### src/rtl/adma_as_atx_split.sv
// rtl/adma_as_atx_split.sv - splits one DMA descriptor into AXI bursts
// Bursts are capped at MAX_BURST beats and never cross a 4 KB boundary.
module adma_as_atx_split #(
  parameter int ADDR_W       = 32,
  parameter int DATA_W       = 32,
  parameter int DMA_LENGTH_W = 16,
  parameter int MAX_BURST    = 256
) (
  input  logic                    clk,
  input  logic                    rst_n,
  input  logic                    tx_vld_i,
  output logic                    tx_rdy_o,
  input  logic [ADDR_W-1:0]       tx_addr_i,
  input  logic [DMA_LENGTH_W-1:0] tx_len_i,
  output logic                    atx_vld_o,
  input  logic                    atx_rdy_i,
  output logic [ADDR_W-1:0]       atx_addr_o,
  output logic [7:0]              atx_len_o,
  output logic                    atx_last_o,
  output logic                    atx_start_o,
  output logic                    atx_start_last_o,
  output logic                    busy_o
);
  localparam int BPB   = DATA_W / 8;
  localparam int OFF_W = $clog2(BPB);
  localparam int REM_W = DMA_LENGTH_W + 1;
  localparam int CW    = (REM_W > 13) ? REM_W : 13;

  typedef enum logic [1:0] {IDLE, CALC, ISSUE} state_t;

  state_t            r_state;
  logic [ADDR_W-1:0] r_addr;
  logic [REM_W-1:0]  r_rem;
  logic [8:0]        r_beats;
  logic              r_tx_rdy;
  logic              r_atx_vld;
  logic [ADDR_W-1:0] r_atx_addr;
  logic [7:0]        r_atx_len;
  logic              r_atx_last;

  logic [ADDR_W-1:0] w_addr_mask;
  logic [12:0]       w_bnd;
  logic [CW-1:0]     w_rem_ext;
  logic [CW-1:0]     w_bnd_ext;
  logic [CW-1:0]     w_beats_ext;
  logic              w_hs;

  assign w_addr_mask = ~ADDR_W'(BPB - 1);
  // Beats left before the next 4 KB page; 4096 itself needs the 13th bit.
  assign w_bnd       = (13'd4096 - {1'b0, r_addr[11:0]}) >> OFF_W;
  assign w_rem_ext   = CW'(r_rem);
  assign w_bnd_ext   = CW'(w_bnd);

  always_comb begin
    w_beats_ext = CW'(MAX_BURST);
    if (w_rem_ext < w_beats_ext) w_beats_ext = w_rem_ext;
    if (w_bnd_ext < w_beats_ext) w_beats_ext = w_bnd_ext;
  end

  assign w_hs = r_atx_vld & atx_rdy_i;

  always_ff @(posedge clk or negedge rst_n) begin
    if (!rst_n) begin
      r_state    <= IDLE;
      r_addr     <= '0;
      r_rem      <= '0;
      r_beats    <= '0;
      r_tx_rdy   <= 1'b1;
      r_atx_vld  <= 1'b0;
      r_atx_addr <= '0;
      r_atx_len  <= '0;
      r_atx_last <= 1'b0;
    end else begin
      case (r_state)
        IDLE: begin
          if (tx_vld_i) begin
            r_addr   <= tx_addr_i & w_addr_mask;
            r_rem    <= REM_W'(tx_len_i) + REM_W'(1);
            r_tx_rdy <= 1'b0;
            r_state  <= CALC;
          end
        end
        CALC: begin
          r_beats    <= 9'(w_beats_ext);
          r_atx_addr <= r_addr;
          r_atx_len  <= 8'(w_beats_ext - CW'(1));
          r_atx_last <= (w_beats_ext == w_rem_ext);
          r_atx_vld  <= 1'b1;
          r_state    <= ISSUE;
        end
        ISSUE: begin
          if (w_hs) begin
            r_addr    <= r_addr + (ADDR_W'(r_beats) << OFF_W);
            r_rem     <= r_rem - REM_W'(r_beats);
            r_atx_vld <= 1'b0;
            if (r_atx_last) begin
              r_tx_rdy <= 1'b1;
              r_state  <= IDLE;
            end else begin
              r_state  <= CALC;
            end
          end
        end
        default: begin
          r_state   <= IDLE;
          r_tx_rdy  <= 1'b1;
          r_atx_vld <= 1'b0;
        end
      endcase
    end
  end

  assign tx_rdy_o         = r_tx_rdy;
  assign atx_vld_o        = r_atx_vld;
  assign atx_addr_o       = r_atx_addr;
  assign atx_len_o        = r_atx_len;
  assign atx_last_o       = r_atx_last;
  assign atx_start_o      = w_hs;
  assign atx_start_last_o = w_hs & r_atx_last;
  assign busy_o           = (r_state != IDLE);
endmodule
### config.mk
export PLATFORM = sky130hd
export DESIGN_NAME = adma_as_atx_split
export DESIGN_NICKNAME = d
export VERILOG_FILES = /design/src/rtl/adma_as_atx_split.sv
export SDC_FILE = /design/constraint.sdc
export NUM_CORES = 1
export LEC_CHECK = 0
export BUFFER_PORTS_ARGS = -buffer_cell sky130_fd_sc_hd__buf_2
export CORE_ASPECT_RATIO = 0.8
export CORE_MARGIN = 8
export CORE_UTILIZATION = 45
export DETAILED_ROUTE_END_ITERATION = 6
export MAX_ROUTING_LAYER = met4
export PLACE_DENSITY = 0.64
export SYNTH_ARGS = -nofsm -noshare
export SYNTH_HDL_FRONTEND = slang
export SYNTH_SLANG_ARGS = --single-unit
### constraint.sdc
create_clock -name clk -period 7.82 [get_ports clk]
set_input_delay 1.564 -clock clk [delete_from_list [all_inputs] [get_ports clk]]
set_output_delay 1.564 -clock clk [all_outputs]
set_load 0.02 [all_outputs]
# Word level (Yosys, flattened, before mapping)

Index checks and enable logic that the tools add are counted.

Output and inout port bits: 46
Register bits after elaboration: 103
Input bits: 52
Memory bits (read-only): 0
Bits in latches: 0
Memory bits (writable): 0
Memories: 0

Bitwise operators: 4
Div/mod/pow operators: 0
Order comparisons: 2
Reductions and logical operators: 7
$add $sub $neg: 5
Multiply operators: 0
Mux-type cells: 18
Eq/ne operators: 6
Shifts and indexed selects: 0

Operators with widths:

| cell                     | number |
|---|---|
| $mux W17                 | 4 |
| $mux W32                 | 2 |
| $pmux W32 S2             | 1 |
| $pmux W17 S2             | 1 |
| $add A32 B11 Y32         | 1 |
| $add A16 B1 Y17 const B  | 1 |
| $eq A17 B17 Y1           | 1 |
| $lt A11 B17 Y1           | 1 |
| $lt A17 B9 Y1 const B    | 1 |
| $sub A17 B9 Y17          | 1 |
| $sub A13 B12 Y13 const A | 1 |
| $sub A8 B1 Y8 const B    | 1 |
| $ne A2 B2 Y1 const B     | 3 |
| $pmux W1 S3              | 2 |
| $pmux W2 S3              | 1 |
| $mux W1                  | 5 |
| $mux W2                  | 2 |
| $reduce_and A2 Y1        | 2 |
| $reduce_and A4 Y1        | 1 |
| $reduce_bool A2 Y1       | 2 |
| $reduce_and A3 Y1        | 1 |
| $and A1 B1 Y1            | 2 |
| $eq A2 B1 Y1 const B     | 1 |
| $eq A2 B2 Y1 const B     | 1 |
| other kinds (2)          | 3 |

# Longest topological paths before layout

Gate-level depths: netlist (run 1).

Depth in word-level cells: 5
Depth in mapped cells: 15
Mapped depth without buffers: 12

# Worst setup path after synthesis (run 1)

No wires, ideal clock.

Path type: input -> output
Start: input atx_rdy_i
End: output atx_start_last_o
Cell stages on the path: 1
Arrival time: 1.827 ns
Slack: 4.429 ns
Buffers on the path: 0
Cells stage by stage: and3_1

Longest elaborated chain between the ends: 2

Ends and longest elaborated chain:

| item               | line | source |
|---|---|---|
| start: declaration | 16   | `input logic atx_rdy_i,` |
| $and A1 B1 Y1      | 60   | `assign w_hs = r_atx_vld & atx_rdy_i;` |
| $and A1 B1 Y1      | 119  | `assign atx_start_last_o = w_hs & r_atx_last;` |
| end: declaration   | 21   | `output logic atx_start_last_o,` |

No other way between the ends.

# Final worst setup path (run 1)

Start: register r_rem[15]
End: register r_atx_len[7], in the netlist atx_len_o[7]

Longest elaborated chain between the ends: 5

Ends and longest elaborated chain:

| item                     | line | source |
|---|---|---|
| start: declaration       | 33   | `logic [REM_W-1:0] r_rem;` |
| start signal: assignment | 78   | `r_rem <= REM_W'(tx_len_i) + REM_W'(1);` |
| start signal: assignment | 94   | `r_rem <= r_rem - REM_W'(r_beats);` |
| $lt A17 B9 Y1            | 56   | `if (w_rem_ext < w_beats_ext) w_beats_ext = w_rem_ext;` |
| $mux W17 *               | 56   |  |
| $lt A11 B17 Y1           | 57   | `if (w_bnd_ext < w_beats_ext) w_beats_ext = w_bnd_ext;` |
| $mux W17 *               | 57   |  |
| $sub A8 B1 Y8 *          | 86   | `r_atx_len <= 8'(w_beats_ext - CW'(1));` |
| end signal: assignment   | 86   |  |
| end: declaration         | 38   | `logic [7:0] r_atx_len;` |

Every way passes the cells marked *; elsewhere a longest branch is shown, timed or not.
A chain may end at the register's enable or synchronous reset.

==> results of run 1 <==
layer usage:
metal	routed length, µm	share of wire (%)	up-vias
met5	0	0	-
met4	124	0.67	0
met3	1385	7.4	10
met2	7574	41	210
met1	9530	51	2905
li1	-	-	3079
worst max-delay path: stages, from the launching register on:
cell and delay, ns:
dfrtp_1 0.44, nor4_2 0.43, and3_1 0.63, and2_1 0.23
inv_1 0.05, ha_1 0.30, a22oi_1 0.17, o211ai_1 0.11
o21ai_0 0.22, nand2_1 0.61, mux2_2 0.57, or4_1 0.51
o211ai_1 0.10
cells in the mapped netlist, types with 14 or more instances:
library cell / n
a21oi_1: 40
a31oi_1: 14
clkbuf_1: 38
dfrtp_1: 98
ha_1: 30
inv_1: 29
nand2_1: 166
nand3_1: 25
nor2_1: 64
nor3_1: 23
o21ai_0: 54
xnor2_1: 23
layout make-up:
type,count,area (µm²)
inverter,31,116.4
multi-input combinational,655,3973
tap,189,236.5
clock inverter,6,93.84
timing repair buffer,101,528.0
clock buffer,10,239.0
fill,1471,7199
sequential,99,2479
power groups by stage:
stage	clock, mW	combinational [mW]	sequential (mW)
3_3_place_gp	0	0.0482	0.522
3_5_place_dp	0	0.0482	0.522
5_1_grt	0.538	0.0536	0.512
6_report	0.505	0.0472	0.512
4_1_cts	0.517	0.0485	0.512
2_1_floorplan	0	0.0180	0.523
sequential cells by signal, indices dropped and copies added (netlist names):
name / count
r_addr: 30
atx_vld_o: 1
atx_last_o: 1
atx_len_o: 8
tx_rdy_o: 1
r_beats: 9
r_rem: 17
r_state: 2
atx_addr_o: 30
per-stage QoR:
| step | hold WS (ns) | util, % | cell area, µm² |
|---|---|---|---|
| 2_1_floorplan | 0.4530 | - | 6755 |
| 3_3_place_gp | 0.4551 | 49.33 | 7332 |
| 3_5_place_dp | 0.4582 | 49.33 | 7332 |
| 4_1_cts | 0.4758 | 51.57 | 7665 |
| 5_1_grt | 0.4926 | 51.57 | 7665 |
| 6_report | 0.4679 | 51.57 | 7665 |
cells by family after synthesis:
kind of cell | Yosys count
buffers and inverters | 81
AO/OA/AOI/OAI | 209
AND/OR/NAND/NOR | 365
other | 2
XOR/XNOR | 37
adder cells (fa/ha/maj) | 32
multiplexers | 8
flip-flops | 99
worst paths after layout:
kind / from / endpoint / slack, ns / cells after the start
max in group asynchronous: rst_n / r_addr[24]$_DFFE_PN0P_ / 5.48 / 2
min in group asynchronous: rst_n / atx_len_o[5]$_DFFE_PN0P_ / 1.22 / 1
worst min-delay path: atx_addr_o[9]$_DFFE_PN0P_ / atx_addr_o[9]$_DFFE_PN0P_ / 0.47 / 2
worst max-delay path: r_rem[15]$_DFFE_PN0P_ / atx_len_o[7]$_DFFE_PN0P_ / 3.36 / 12
worst min register to register: atx_addr_o[9]$_DFFE_PN0P_ / atx_addr_o[9]$_DFFE_PN0P_ / 0.47 / 2
worst max register to register: r_rem[15]$_DFFE_PN0P_ / atx_len_o[7]$_DFFE_PN0P_ / 3.36 / 12
==> results.yml, run 1 <==
setup_path:
  start_kind: "flip-flop"
  crit_arrival_ns: 4.74
  cp_data_required_time_ns: 8.09
  crit_type: "reg2reg"
  cp_max_fo: 29
  cp-end-kind: "flip-flop"
floorplan:
  io_pins: 98
  die_width_um: 152.9
  num_rows: 40
  start_util_pct: 45.40
  die_y_um: 125.5
  die_area_um2: 19190
  core_um2: 14860
synth:
  async_flop_share_pct: 100.0
  synth-simple-area-share_pct: 25.31
  synth_compound_area_share_pct: 20.58
  synth_top_area_share_pct: 36.34
  synth_edf_count: 0
  yosysSeqAreaShare_pct: 36.73
  synth_area_um2: 6748
  synth_fa_ha_area_share_pct: 6.156
  post_synth_xor_area_fraction_pct: 5.025
  synth_top_family_by_area: "simple AND/OR/NAND/NOR gates"
  synth.area.top_cells: "dfrtp_1 (36%), nand2_1 (9.2%), ha_1 (5.6%)"
  yosys.area.top_type: "dfrtp_1"
  synth_cell_type_count: 73
  synthMuxAreaShare_pct: 1.224
  ys_seq_elements: 99
  ys_warn_count: 0
  synth_flop_cell: "dfrtp_1"
  syn_area_per_cell_um2: 8.101
  syn_inst: 833
timing:
  finalCritPeriodShare_pct: 57.08
  relSlewSlack_pct: 34.57
  worst_slack_ns: 3.356
  final_max_slew_viol_count: 0
  finalSetupTns_ns: 0
  hold_viol_final: 0
  max_freq_ghz: 0.2240
  finClkSkew_ns: 0.01095
  setup_viol: 0
  rsz0062_at_grt: "no"
  worstMarginPinSlew_ns: 0.9790
  finalCriticalPeriod_ns: 4.464
global_routing:
  grt_pass1_wl_um: 30850
  use_met1_pct: 29.72
  grt_max_degree: 66
  top_usage_layer: "met1"
  grt_antenna_before_repair: 0
  grt.overflow.total: 0
  grtUsageTotal_pct: 20.03
  grt_use_met2_pct: 27.23
  first_global_vias: 5899
  met3_usage_pct: 4.647
clock_network:
  cts_buffers: 9
  cts_buffer_depth: 2
  tritoncts: "yes"
  cts.sinks: 99
  htree_levels: 3
  clk_pin_slew_ns: 0.07
  root_buffer: "clkbuf_16"
  cts.repair.resized: 0
  hold_buffers: 0
  worst_skew_pair.late_latency_ns: 0.36
  post_cts_buffers: 0
layout:
  final_common_cell: "nand2_1"
  drive_gt1_share_pct: 16.08
  antenna_cells: 0
  final_cells: 1091
  nNetsFinal: 981
  synthToLayoutAreaGrowth_pct: 13.59
  layout_common_cells: "nand2_1 (166), dfrtp_1 (98), buf_2 (92)"
pwr:
  power.share.switching_pct: 22.78
  p_clk_share_pct: 47.4
  cellLeakagePower_nw: 3.475
  power_switching_uw: 242.5
  worst_ir_drop_vdd_v: 0.0001021
  power.internal_uw: 822.0
  p_comb_share_pct: 4.4
  power_mw: 1.065
  p_seq_share_pct: 48.1
  cellPowerDensity_nw_per_um2: 138.9
detailed_routing:
  drc_errors: 0
  viasPerCell: 5.687
  dr_total_vias: 6204
  wl_per_cell_um: 17.06
  drt_wl_total_um: 18610
  first_pass_iters: 6
  drt_iter0_drc: 500
  ant_nets: 0
job:
  timing.max_cap.violations: 0
hold_path:
  hold_class: "reg2reg"
placed_design:
  place_hpwl_um: 13450
  place_inst: 1075
  io_buffers: 93
  gp_congestion: 0.8593
  pre_cts_ws_ns: 3.438
run_status:
  status: "complete, no violations"
No activity file was read; power rests on OpenSTA's default activity.
==> inputs of run 2 (changes only) <==
--- a/config.mk
+++ b/config.mk
@@ -11,7 +11,7 @@
 export CORE_UTILIZATION = 45
 export DETAILED_ROUTE_END_ITERATION = 6
 export MAX_ROUTING_LAYER = met4
-export PLACE_DENSITY = 0.64
+export PLACE_DENSITY = 0.67
 export SYNTH_ARGS = -nofsm -noshare
 export SYNTH_HDL_FRONTEND = slang
 export SYNTH_SLANG_ARGS = --single-unit
==> constraint.sdc (replaced) <==
create_clock -name clk -period 4 [get_ports clk]
set_input_delay 0.8 -clock clk [delete_from_list [all_inputs] [get_ports clk]]
set_output_delay 0.8 -clock clk [all_outputs]
set_load 0.02 [all_outputs]
==> run 2 against run 1 <==
Effect of this change: maximum frequency increased by 22%; clock power increased by 80%; cell count increased by 1.7%; highest routed layer unchanged.
==> results.yml, run 2 (synthesis results as in run 1) <==
floorplan:
  die_area_um2: 19190
  die_y_um: 125.5
  num_rows: 40
  core_um2: 14860
  die_width_um: 152.9
  io_pins: 98
  start_util_pct: 45.40
placed_design:
  gp_congestion: 0.9414
  io_buffers: 93
  place_hpwl_um: 14410
timing:
  finalCriticalPeriod_ns: 3.648
  setup_viol: 0
  worstMarginPinSlew_ns: 1.076
  rsz0062_at_grt: "no"
  finalCritPeriodShare_pct: 91.19
  relSlewSlack_pct: 28.07
  max_freq_ghz: 0.2741
  final_max_slew_viol_count: 0
  hold_viol_final: 0
  finClkSkew_ns: 0.007674
  finalSetupTns_ns: 0
clock_network:
  cts_buffer_depth: 2
  htree_levels: 3
  cts.sinks: 99
  root_buffer: "clkbuf_16"
  worst_skew_pair.late_latency_ns: 0.35
  tritoncts: "yes"
  cts_buffers: 9
  clk_pin_slew_ns: 0.07
layout:
  final_common_cell: "nand2_1"
  drive_gt1_share_pct: 17.83
  synthToLayoutAreaGrowth_pct: 15.58
  nNetsFinal: 999
  layout_common_cells: "nand2_1 (166), dfrtp_1 (98), buf_2 (92)"
global_routing:
  grt.overflow.total: 0
  grt_pass1_wl_um: 32270
  grt_max_degree: 58
  grtUsageTotal_pct: 21.11
  grt_antenna_before_repair: 0
  first_global_vias: 6086
detailed_routing:
  ant_nets: 0
  first_pass_iters: 5
  drc_errors: 0
  wl_per_cell_um: 17.47
  drt_wl_total_um: 19400
  dr_total_vias: 6361
  viasPerCell: 5.731
  drt_iter0_drc: 620
setup_path:
  slowest_delay_ns: 0.51
  endpoint: "atx_len_o[7]$_DFFE_PN0P_"
  cp_max_fo: 8
  r2r-start: "r_rem[15]$_DFFE_PN0P_"
  crit_type: "reg2reg"
  cp_data_required_time_ns: 4.27
  r2r_setup_slack_ns: 0.35
  start_kind: "flip-flop"
  worstSetupStartpoint: "r_rem[15]$_DFFE_PN0P_"
  timing.critical_path.cells: "nor4_2, and3_1, buf_4, nand2_1, ha_1, nand4_1, o211ai_1, o21ai_0, nand2_1, mux2_2, or4_1, o211ai_1"
  crit_arrival_ns: 3.92
  r2r_cells: 12
  crit_path_top_delay_cell: "or4_1"
  regToRegEndpoint: "atx_len_o[7]$_DFFE_PN0P_"
  cp-end-kind: "flip-flop"
hold_path:
  hold_class: "reg2reg"
job:
  timing.max_cap.violations: 0
pwr:
  cellPowerDensity_nw_per_um2: 257.6
  worst_ir_drop_vdd_v: 0.0001918
  power_mw: 2.009
  cellLeakagePower_nw: 3.564
run_status:
  status: "complete, no violations"
[run 2: cell type report]
class | count | area (µm²)
Tap cell | 189 | 236.5
Timing Repair Buffer | 119 | 675.6
Fill cell | 1445 | 7066
Sequential cell | 99 | 2479
Inverter | 31 | 116.4
Antenna cell | 1 | 2.502
Multi-Input combinational cell | 655 | 3986
Clock buffer | 11 | 242.7
Clock inverter | 5 | 60.06
[run 2: what timing repair did]
| action | CTS | global route |
|---|---|---|
| setup endpoints to repair | 0 | 2 |
| gates resized for setup | 0 | 2 |
| buffers inserted | 0 | 0 |
| hold buffers | 0 | 0 |
[run 2: metrics by stage]
stage | worst slack [ns] | std cells | hold WS, ns | area, µm² | util [%]
2_1_floorplan | 0.6930 | 835 | 0.4530 | 6755 | -
6_report | 0.3523 | 1110 | 0.4681 | 7799 | 52.47
3_3_place_gp | 0.5114 | 1093 | 0.4554 | 7480 | 50.32
3_5_place_dp | 0.4363 | 1093 | 0.4576 | 7480 | 50.32
4_1_cts | 0.3597 | 1109 | 0.4742 | 7782 | 52.36
5_1_grt | 0.05224 | 1109 | 0.5014 | 7796 | 52.45
[run 2: metal layers]
metal / vias up / part of all wire, % / GRT usage [%]
met5: - / 0 / -
met4: 0 / 1.2 / 4.762
met3: 19 / 9.0 / 5.645
met2: 246 / 41 / 29.44
met1: 2977 / 49 / 29.82
li1: 3119 / - / -
[run 2: how the worst min path moves through the flow]
| stage | startpoint | endpoint | cells past startpoint | slack, ns |
|---|---|---|---|---|
| after global routing | atx_addr_o[18]$_DFFE_PN0P_ | atx_addr_o[18]$_DFFE_PN0P_ | 2 | 0.50 |
| after CTS | atx_addr_o[18]$_DFFE_PN0P_ | atx_addr_o[18]$_DFFE_PN0P_ | 2 | 0.47 |
| after floorplan | r_addr[14]$_DFFE_PN0P_ | atx_addr_o[14]$_DFFE_PN0P_ | 2 | 0.45 |
| after detailed placement | atx_addr_o[18]$_DFFE_PN0P_ | atx_addr_o[18]$_DFFE_PN0P_ | 2 | 0.46 |
| after global placement | atx_addr_o[27]$_DFFE_PN0P_ | atx_addr_o[27]$_DFFE_PN0P_ | 2 | 0.46 |
| final | atx_addr_o[7]$_DFFE_PN0P_ | atx_addr_o[7]$_DFFE_PN0P_ | 2 | 0.47 |
[run 2: critical path, delay by kind of cell, from the launching register on]
family / cells / cell delay (ns)
and+or+nand+nor: 6 / 1.77
AOI/OAI and AO/OA: 3 / 0.41
adders and majority gates: 1 / 0.31
DFF: 1 / 0.44
buffers and inverters: 1 / 0.22
muxes: 1 / 0.41
[run 2: power by group]
part	switching (mW)	total, mW	internal (mW)
registers	0.000609	1.00	1.00
clock network	0.403	0.910	0.506
logic	0.0599	0.0972	0.0373
==> inputs of run 3 (changes only) <==
==> constraint.sdc (replaced) <==
create_clock -name clk -period 4 [get_ports clk]
set_input_delay 0.2 -clock clk [delete_from_list [all_inputs] [get_ports clk]]
set_output_delay 0.2 -clock clk [all_outputs]
set_load 0.02 [all_outputs]
==> run 3 against run 2 <==
Effect of this change: the run now ends with negative hold slack left; core utilization hardly changed; hold slack got worse by 0.52 ns; combinational power is 2.1% lower; cell count shrank 0.36%; worst setup slack got worse by 0.057 ns; sequential share of layout area about the same; non-clock buffer count is 3 lower; clock skew increased by 0.0043 ns; critical path type unchanged; largest power group is now clock.
==> results.yml, run 3 (synthesis results as in run 1) <==
detailed_routing:
  viasPerCell: 5.685
  wl_per_cell_um: 17.14
  first_pass_iters: 5
  ant_nets: 0
  dr_total_vias: 6288
  drt_iter0_drc: 521
  drc_errors: 0
  drt_wl_total_um: 18950
setup_path:
  slowest_delay_ns: 0.50
  cp_data_required_time_ns: 4.27
  start_kind: "flip-flop"
  worst-path-stages: 13
  cp-end-kind: "flip-flop"
  crit_buf_inv: 2
  regToRegEndpoint: "atx_len_o[7]$_DFFE_PN0P_"
  crit_path_top_delay_cell: "or4_1"
  crit_type: "reg2reg"
  timing.critical_path.cells: "nor4_2, and3_1, buf_4, nand2_1, ha_1, a21oi_1, o211ai_1, o21ai_0, nand2_1, buf_4, mux2i_1, or4_1, o211ai_1"
  crit_arrival_ns: 3.98
  cp_max_fo: 12
  r2r-start: "r_rem[15]$_DFFE_PN0P_"
  crit_family: "simple AND/OR/NAND/NOR gates"
  r2r_cells: 13
  r2r_setup_slack_ns: 0.30
timing:
  finalSetupTns_ns: 0
  setup_viol: 0
  hold_viol_final: 19
  rsz0062_at_grt: "no"
  finalCritPeriodShare_pct: 92.62
  finalHoldWorstSlack_ns: -0.05262
  finalCriticalPeriod_ns: 3.705
  worst_slack_ns: 0.2954
  worstMarginPinSlew_ns: 1.015
  relSlewSlack_pct: 32.31
  max_freq_ghz: 0.2699
  final_max_slew_viol_count: 0
  finClkSkew_ns: 0.01202
global_routing:
  grt_antenna_before_repair: 0
  grt_pass1_wl_um: 31840
  grt.overflow.total: 0
  grt_max_degree: 74
  first_global_vias: 6074
  grtUsageTotal_pct: 20.87
floorplan:
  die_area_um2: 19190
  start_util_pct: 45.40
  die_width_um: 152.9
  core_um2: 14860
  die_y_um: 125.5
  io_pins: 98
  num_rows: 40
clock_network:
  cts_buffers: 9
  hold_buffers: 0
  post_cts_buffers: 0
  worst_skew_pair.late_latency_ns: 0.36
  cts.repair.resized: 0
  clk_pin_slew_ns: 0.08
  tritoncts: "yes"
  cts.sinks: 99
  cts_buffer_depth: 2
  htree_levels: 3
  root_buffer: "clkbuf_16"
layout:
  nNetsFinal: 996
  synthToLayoutAreaGrowth_pct: 15.52
  final_common_cell: "nand2_1"
  postLayoutCoreUtil_pct: 52.44
  drive_gt1_share_pct: 17.34
  stdcell_area_um2: 7795
  final_cells: 1106
  antenna_cells: 0
  layout_common_cells: "nand2_1 (166), dfrtp_1 (98), buf_2 (92)"
pwr:
  cellLeakagePower_nw: 3.566
  worst_ir_drop_vdd_v: 0.0001916
  cellPowerDensity_nw_per_um2: 274.6
placed_design:
  place_hpwl_um: 14130
  gp_congestion: 0.9186
  placed_area_um2: 7445
  pre_cts_ws_ns: 0.3928
  place_inst: 1090
  io_buffers: 93
run_status:
  status: "finished, violations left"
  failed_checks: "negative hold slack"
hold_path:
  hold_class: "in2async"
job:
  timing.max_cap.violations: 0
-- run 3: cell count changes in the layout (fill, tap and decap cells not counted), sizes merged --
| cell | delta |
|---|---|
| clkinvlp | -1 |
| buf | -3 |
| diode | -1 |
| clkinv | -1 |
| bufinv | +2 |
-- run 3: report_power, final --
group | internal, mW | switching, mW
combinational | 0.0360 | 0.0592
clock | 0.634 | 0.409
sequential | 1.00 | 0.000557
-- run 3: worst max path at each step --
stage	start	endpoint	slack [ns]
6_report	r_rem[15]$_DFFE_PN0P_	atx_len_o[7]$_DFFE_PN0P_	0.30
4_1_cts	r_rem[15]$_DFFE_PN0P_	atx_len_o[7]$_DFFE_PN0P_	0.33
2_1_floorplan	r_rem[15]$_DFFE_PN0P_	atx_len_o[7]$_DFFE_PN0P_	0.69
3_5_place_dp	r_rem[15]$_DFFE_PN0P_	atx_len_o[7]$_DFFE_PN0P_	0.39
5_1_grt	r_rem[15]$_DFFE_PN0P_	atx_len_o[7]$_DFFE_PN0P_	0.08
3_3_place_gp	r_rem[15]$_DFFE_PN0P_	atx_len_o[7]$_DFFE_PN0P_	0.46
-- run 3: stage by stage --
| step | hold slack [ns] | total power [mW] |
|---|---|---|
| 2_1_floorplan | -0.09559 | 1.057 |
| 3_3_place_gp | 0.4017 | 1.118 |
| 3_5_place_dp | 0.4121 | 1.118 |
| 4_1_cts | 0.02659 | 2.158 |
| 5_1_grt | 0.07144 | 2.203 |
| 6_report | -0.05262 | 2.140 |
-- run 3: worst register-to-register path, delay by kind of cell, from the launching register on --
kind,cells,cell delay [ns]
adder cells (fa/ha/maj),1,0.31
flip-flops,1,0.44
AO/OA/AOI/OAI,4,0.64
multiplexers,1,0.17
AND/OR/NAND/NOR,5,1.59
buffers and inverters,2,0.47
-- run 3: layer usage --
metal | track usage (%) | wire, µm
met2 | 28.91 | 7608
met5 | - | 0
met3 | 5.749 | 1244
met4 | 4.181 | 172
met1 | 29.74 | 9927
-- run 3: cell type report --
| cell class | instances | area (µm²) |
|---|---|---|
| Fill cell | 1429 | 7069 |
| Multi-Input combinational cell | 655 | 3973 |
| Sequential cell | 99 | 2479 |
| Timing Repair Buffer | 116 | 640.6 |
| Clock buffer | 11 | 242.7 |
| Tap cell | 189 | 236.5 |
| Inverter | 31 | 116.4 |
| Clock inverter | 5 | 107.6 |
